<file path="src/rtl/mem_port_arbiter.sv">
`default_nettype none
// ============================================================================
// Module   : mem_port_arbiter
// Purpose  : Round-robin arbiter sharing one main_memory port (one write plus
//            one registered read per cycle) among NUM_REQ requesters, with a
//            lock for atomic multi-beat sequences and 1-cycle read responses.
// Revision : 1.0  initial release
// ============================================================================
module mem_port_arbiter #(
    parameter int NUM_REQ = 4,
    parameter int ADDR_W  = 32,
    parameter int DATA_W  = 32
) (
    input  logic                      clk,
    input  logic                      rst,
    input  logic [NUM_REQ-1:0]        req_valid,
    input  logic [NUM_REQ-1:0]        req_we,
    input  logic [NUM_REQ-1:0]        req_lock,
    input  logic [NUM_REQ*ADDR_W-1:0] req_addr,
    input  logic [NUM_REQ*DATA_W-1:0] req_wdata,
    output logic [NUM_REQ-1:0]        req_ready,
    output logic [NUM_REQ-1:0]        rsp_valid,
    output logic [DATA_W-1:0]         rsp_rdata,
    output logic                      mem_wr_en,
    output logic [ADDR_W-1:0]         mem_wr_addr,
    output logic [DATA_W-1:0]         mem_wr_data,
    output logic [ADDR_W-1:0]         mem_rd_addr,
    input  logic [DATA_W-1:0]         mem_rd_data,
    output logic                      lock_busy
);

    localparam int c_PTR_W = (NUM_REQ > 1) ? $clog2(NUM_REQ) : 1;
    localparam logic [NUM_REQ-1:0] c_ONE = {{(NUM_REQ-1){1'b0}}, 1'b1};
    localparam logic [c_PTR_W-1:0] c_LAST = c_PTR_W'(NUM_REQ - 1);

    typedef enum logic [0:0] {
        ST_IDLE   = 1'b0,
        ST_LOCKED = 1'b1
    } state_t;

    state_t               r_state;
    state_t               w_state_nxt;
    logic [c_PTR_W-1:0]   r_rr_ptr;
    logic [c_PTR_W-1:0]   w_rr_ptr_nxt;
    logic [c_PTR_W-1:0]   r_lock_owner;
    logic [c_PTR_W-1:0]   w_lock_owner_nxt;
    logic [NUM_REQ-1:0]   r_rsp_valid;
    logic [NUM_REQ-1:0]   w_rsp_valid_nxt;

    logic [ADDR_W-1:0]    w_addr  [NUM_REQ];
    logic [DATA_W-1:0]    w_wdata [NUM_REQ];
    logic [c_PTR_W-1:0]   w_cand  [NUM_REQ];

    logic                 w_arb_found;
    logic [c_PTR_W-1:0]   w_arb_idx;
    logic [c_PTR_W-1:0]   w_grant_idx;
    logic [c_PTR_W-1:0]   w_grant_inc;
    logic [NUM_REQ-1:0]   w_ready;
    logic                 w_accept;
    logic                 w_sel_we;
    logic                 w_sel_lock;
    logic                 w_wr_acc;
    logic                 w_rd_acc;

    generate
        for (genvar i = 0; i < NUM_REQ; i++) begin : g_unpack
            assign w_addr[i]  = req_addr[i*ADDR_W +: ADDR_W];
            assign w_wdata[i] = req_wdata[i*DATA_W +: DATA_W];
        end
        // Candidate k is the requester searched k-th, starting at rr_ptr.
        for (genvar k = 0; k < NUM_REQ; k++) begin : g_scan
            assign w_cand[k] = c_PTR_W'((int'(r_rr_ptr) + k) % NUM_REQ);
        end
    endgenerate

    // Descending scan so the earliest candidate in round-robin order wins.
    always_comb begin
        w_arb_found = 1'b0;
        w_arb_idx   = '0;
        for (int k = NUM_REQ - 1; k >= 0; k--) begin
            if (req_valid[w_cand[k]]) begin
                w_arb_found = 1'b1;
                w_arb_idx   = w_cand[k];
            end
        end
    end

    always_comb begin
        w_grant_idx = '0;
        w_ready     = '0;
        if (!rst) begin
            case (r_state)
                ST_IDLE: begin
                    w_grant_idx = w_arb_idx;
                    w_ready     = w_arb_found ? (c_ONE << w_arb_idx) : '0;
                end
                ST_LOCKED: begin
                    w_grant_idx = r_lock_owner;
                    w_ready     = c_ONE << r_lock_owner;
                end
                default: begin
                    w_grant_idx = '0;
                    w_ready     = '0;
                end
            endcase
        end
    end

    assign w_accept    = |(req_valid & w_ready);
    assign w_sel_we    = req_we[w_grant_idx];
    assign w_sel_lock  = req_lock[w_grant_idx];
    assign w_wr_acc    = w_accept & w_sel_we;
    assign w_rd_acc    = w_accept & ~w_sel_we;
    assign w_grant_inc = (w_grant_idx == c_LAST) ? '0 : w_grant_idx + 1'b1;

    assign req_ready   = w_ready;
    assign mem_wr_en   = w_wr_acc;
    assign mem_wr_addr = w_wr_acc ? w_addr[w_grant_idx]  : '0;
    assign mem_wr_data = w_wr_acc ? w_wdata[w_grant_idx] : '0;
    assign mem_rd_addr = w_rd_acc ? w_addr[w_grant_idx]  : '0;
    assign rsp_valid   = r_rsp_valid;
    assign rsp_rdata   = mem_rd_data;
    assign lock_busy   = (r_state == ST_LOCKED);

    always_comb begin
        w_state_nxt      = r_state;
        w_rr_ptr_nxt     = r_rr_ptr;
        w_lock_owner_nxt = r_lock_owner;
        w_rsp_valid_nxt  = w_rd_acc ? w_ready : '0;
        if (w_accept) begin
            case (r_state)
                ST_IDLE: begin
                    w_rr_ptr_nxt = w_grant_inc;
                    if (w_sel_lock) begin
                        w_state_nxt      = ST_LOCKED;
                        w_lock_owner_nxt = w_grant_idx;
                    end
                end
                ST_LOCKED: begin
                    // rr_ptr stays frozen until the owner releases the lock.
                    if (!w_sel_lock) begin
                        w_state_nxt  = ST_IDLE;
                        w_rr_ptr_nxt = w_grant_inc;
                    end
                end
                default: w_state_nxt = ST_IDLE;
            endcase
        end
    end

    always_ff @(posedge clk) begin
        if (rst) begin
            r_state      <= ST_IDLE;
            r_rr_ptr     <= '0;
            r_lock_owner <= '0;
            r_rsp_valid  <= '0;
        end else begin
            r_state      <= w_state_nxt;
            r_rr_ptr     <= w_rr_ptr_nxt;
            r_lock_owner <= w_lock_owner_nxt;
            r_rsp_valid  <= w_rsp_valid_nxt;
        end
    end

endmodule
`default_nettype wire

</file>
<file path="config.mk">
export PLATFORM = sky130hd
export DESIGN_NAME = mem_port_arbiter
export DESIGN_NICKNAME = d
export VERILOG_FILES = /design/src/rtl/mem_port_arbiter.sv
export SDC_FILE = /design/constraint.sdc
export NUM_CORES = 1
export LEC_CHECK = 0
export ABC_AREA = 1
export BUFFER_PORTS_ARGS = -buffer_cell sky130_fd_sc_hd__buf_4
export CORE_AREA = 2 2 173 175
export CTS_BUF_LIST = sky130_fd_sc_hd__clkbuf_4 sky130_fd_sc_hd__clkbuf_8 sky130_fd_sc_hd__clkbuf_16
export DETAILED_ROUTE_END_ITERATION = 16
export DIE_AREA = 0 0 175 177
export GPL_ROUTABILITY_DRIVEN = 0
export RECOVER_POWER = 25
export SKIP_CTS_REPAIR_TIMING = 1
export SLEW_MARGIN = 25
export SYNTH_ARGS = -nofsm -noshare
export SYNTH_HDL_FRONTEND = slang
export SYNTH_SLANG_ARGS = --single-unit
</file>
<file path="constraint.sdc">
create_clock -name clk -period 2.4 [get_ports clk]
set_input_delay 0.12 -clock clk [delete_from_list [all_inputs] [get_ports clk]]
set_output_delay 0.12 -clock clk [all_outputs]
set_load 0.01 [all_outputs]
</file>
==> flow_metrics.env <==
export IMPL_status="complete, but fails checks"
export IMPL_violations="setup timing"
export IMPL_cp_common_cell="nand2_2"
export IMPL_clk_pin_slew_ps=40
export IMPL_crit_start="r_rr_ptr[0]"
export IMPL_r2r_slack_ps=40
export IMPL_synthMuxAreaShare_pct=0
export IMPL_final_cell_mix="buf_4 (416), nand2_1 (262), nor2_1 (79), a21oi_1 (69), inv_1 (66)"
export IMPL_drive_gt1_share_pct=49.70
export IMPL_r2r_cells=19
export IMPL_wl_met3_um=1697
export IMPL_path_max_fanout=36
export IMPL_wirelength_um=23670
export IMPL_whs_ps=50.10
export IMPL_crit_family="simple AND/OR/NAND/NOR gates"
export IMPL_cts_tree="done"
export IMPL_rsz0062_at_grt="true"
export IMPL_synth_top_family_by_area="simple AND/OR/NAND/NOR gates"
export IMPL_cp_start_kind="register"
export IMPL_timing_final_ws_setup_ps=-217.0
export IMPL_power_density_nw_per_um2=1128
export IMPL_yosysWarningCount=0
export IMPL_synth_compound_area_share_pct=19.44
export IMPL_vias=6412
export IMPL_fin_crit_ps=2617
export IMPL_clock_latency_ps=240
export IMPL_hold_path_startpoint="rst"
export IMPL_seqCellArea_um2=187.7
export IMPL_die_w_um=175
export IMPL_first_pass_iters=4
export IMPL_met2_wirelength_um=12090
export IMPL_track_usage_pct=12.36
export IMPL_grt_pass1_wl_um=30700
export IMPL_power_ir_vdd_worst_uv=485.5
export IMPL_synth_nets=1076
export IMPL_num_antenna_cells=0
export IMPL_synth_simple_area_share_pct=53.52
export IMPL_final_cells=1547
export IMPL_cts_made_buffers=3
export IMPL_synthAdderAreaFrac_pct=0
export IMPL_routed_top_layer="met4"
export IMPL_worst_path_max_delay_cell="dfxtp_4"
export IMPL_period_share_pct=109.0
export IMPL_arrival_ps=2500
export IMPL_tightest_slew_ps=292.6
export IMPL_placed_area_um2=6972
export IMPL_reg2reg_from="r_rr_ptr[0]"
export IMPL_path_cells="inv_4 > nand2_2 > nand3_2 > nand2_2 > nand3_2 > nand2_2 > nand2_2 > nand3_4 > nand3_4 > buf_4 > clkbuf_16 > nand2_1 > nand3_1 > nand2_2 > nor2_1 > buf_4"
export IMPL_overflow=0
export IMPL_hp_class="input port to register"
export IMPL_chipHeight_um=177
export IMPL_wirelength_met1_um=9372
export IMPL_avgRoutedWirePerCell_um=15.30
export IMPL_max_freq_mhz=382.1
export IMPL_r2r_end="r_rr_ptr[0]"
export IMPL_finalPower_uw=8978
export IMPL_drt_iter0_markers=239
export IMPL_clkSinkCount=9
export IMPL_cts_max_level=1
export IMPL_clockBufferDepth=2
export IMPL_preCtsSetupSlack_ps=-178.1
export IMPL_seq_area_frac_synth_pct=5.017
export IMPL_initial_core_util_pct=12.28
export IMPL_drc=0
export IMPL_final_common_cell="buf_4"
export IMPL_numPortBuffers=375
export IMPL_path_class="register to primary output"
export IMPL_critical_path_required_ps=2280
export IMPL_antenna_found_initial=0
export IMPL_ys_seq_elements=9
export IMPL_hold_depth=2
export IMPL_path_buf_inv=4
export IMPL_grt_pass1_vias=5918
export IMPL_final_max_slew_viol_count=0
export IMPL_relSlewSlack_pct=80.29
export IMPL_area_delta_synth_final_pct=121.7
export IMPL_p_leak_uw=0.004314
export IMPL_nets=1460
export IMPL_crit_cells=16
export IMPL_critPathMaxStageDelay_ps=390
export IMPL_multiInputGateArea_um2=3043
export IMPL_netlist_instances=774
export IMPL_dieArea_um2=30980
export IMPL_yosys_area_share_xor_xnor_pct=0
export IMPL_cap_violations=0
export IMPL_cts_root_buf="clkbuf_16"
export IMPL_synth_cell_types=24
export IMPL_dp_hpwl_um=17750
export IMPL_io_pins=440
export IMPL_fin_skew_ps=5.694
export IMPL_finalSetupViolCount=97
export IMPL_end_kind="primary output"
export IMPL_crit_end="mem_rd_addr[28]"
export IMPL_grt_start_max_net_pins=73
export IMPL_std_cell_rows=63
export IMPL_syn_area_um2=3591
export IMPL_final_area_um2=7961
export IMPL_via_per_inst=4.145
export IMPL_fillCellCount=3305
export IMPL_core_um2=29240
export IMPL_ant_nets=0
export IMPL_finalHoldViolations=0
export IMPL_dp_cells=1516
export IMPL_syn_area_per_cell_um2=4.639
==> flip-flops by register name (all words and copies together) (netlist names) <==
name / cells
rsp_valid: 4
r_lock_owner: 2
r_rr_ptr: 2
lock_busy: 1
==> power breakdown <==
group	switching [uW]	internal (uW)
logic	4670	3750
registers	46.9	200
clock network	81.4	234
total	4800	4180
==> per-layer routing <==
metal / vias up / track usage, %
li1: 3152 / -
met1: 2921 / 14.67
met2: 312 / 22.92
met3: 27 / 2.771
met4: 0 / 2.083
met5: - / 0
==> worst reg2reg max path: stages (launching register included) <==
cell	delay (ps)
dfxtp_4	390
inv_4	60
nand2_2	70
nand3_2	90
nand2_2	100
nand3_2	100
nand2_2	90
nand2_2	70
nand3_4	120
nand3_2	150
buf_4	190
buf_4	130
nand2_1	50
nand3_1	60
nand2_1	190
nand2_1	130
nand2_1	80
inv_1	40
nor2_1	90
nor2_1	40
==> final cells by class <==
class / count / area share (%)
clock buffer: 4 / 1.037
multi-input combinational: 608 / 38.22
inverter: 73 / 3.567
sequential: 9 / 2.357
tap: 390 / 6.129
timing repair buffer: 463 / 48.69
==> synthesized netlist by cell type <==
cell | count | share of area [%]
a21oi_1 | 88 | 12
a21oi_4 | 1 | 0.45
buf_1 | 4 | 0.42
buf_2 | 26 | 3.6
buf_4 | 34 | 7.1
buf_6 | 5 | 1.6
clkbuf_1 | 16 | 1.7
clkinv_1 | 1 | 0.10
dfxtp_1 | 9 | 5.0
inv_1 | 66 | 6.9
inv_2 | 6 | 0.63
nand2_1 | 288 | 30
nand2_2 | 3 | 0.52
nand3_1 | 56 | 7.8
nand3_2 | 2 | 0.56
nand3_4 | 3 | 1.5
nand4_1 | 5 | 0.87
nor2_1 | 111 | 12
nor2_4 | 1 | 0.31
nor3_1 | 2 | 0.28
o21ai_0 | 43 | 6.0
o21ai_1 | 2 | 0.28
o21ai_2 | 1 | 0.24
o21bai_1 | 1 | 0.21
==> cells by family after synthesis <==
group | Yosys count
and+or+nand+nor | 471
AOI/OAI and AO/OA | 136
buffers and inverters | 158
DFF | 9
==> worst min-delay path by stage <==
stage | end
after floorplan | lock_busy
after global placement | rsp_rdata[13]
after detailed placement | rsp_rdata[13]
after CTS | lock_busy
after global routing | lock_busy
final | lock_busy
==> stage by stage <==
step | util (%) | TNS (ps)
6_report | 27.22 | -16570
5_1_grt | 27.22 | -29480
4_1_cts | 24.12 | -35270
3_5_place_dp | 23.84 | -8973
3_3_place_gp | 23.84 | -2844
2_1_floorplan | - | 0
(Power assumes the default switching activity.)
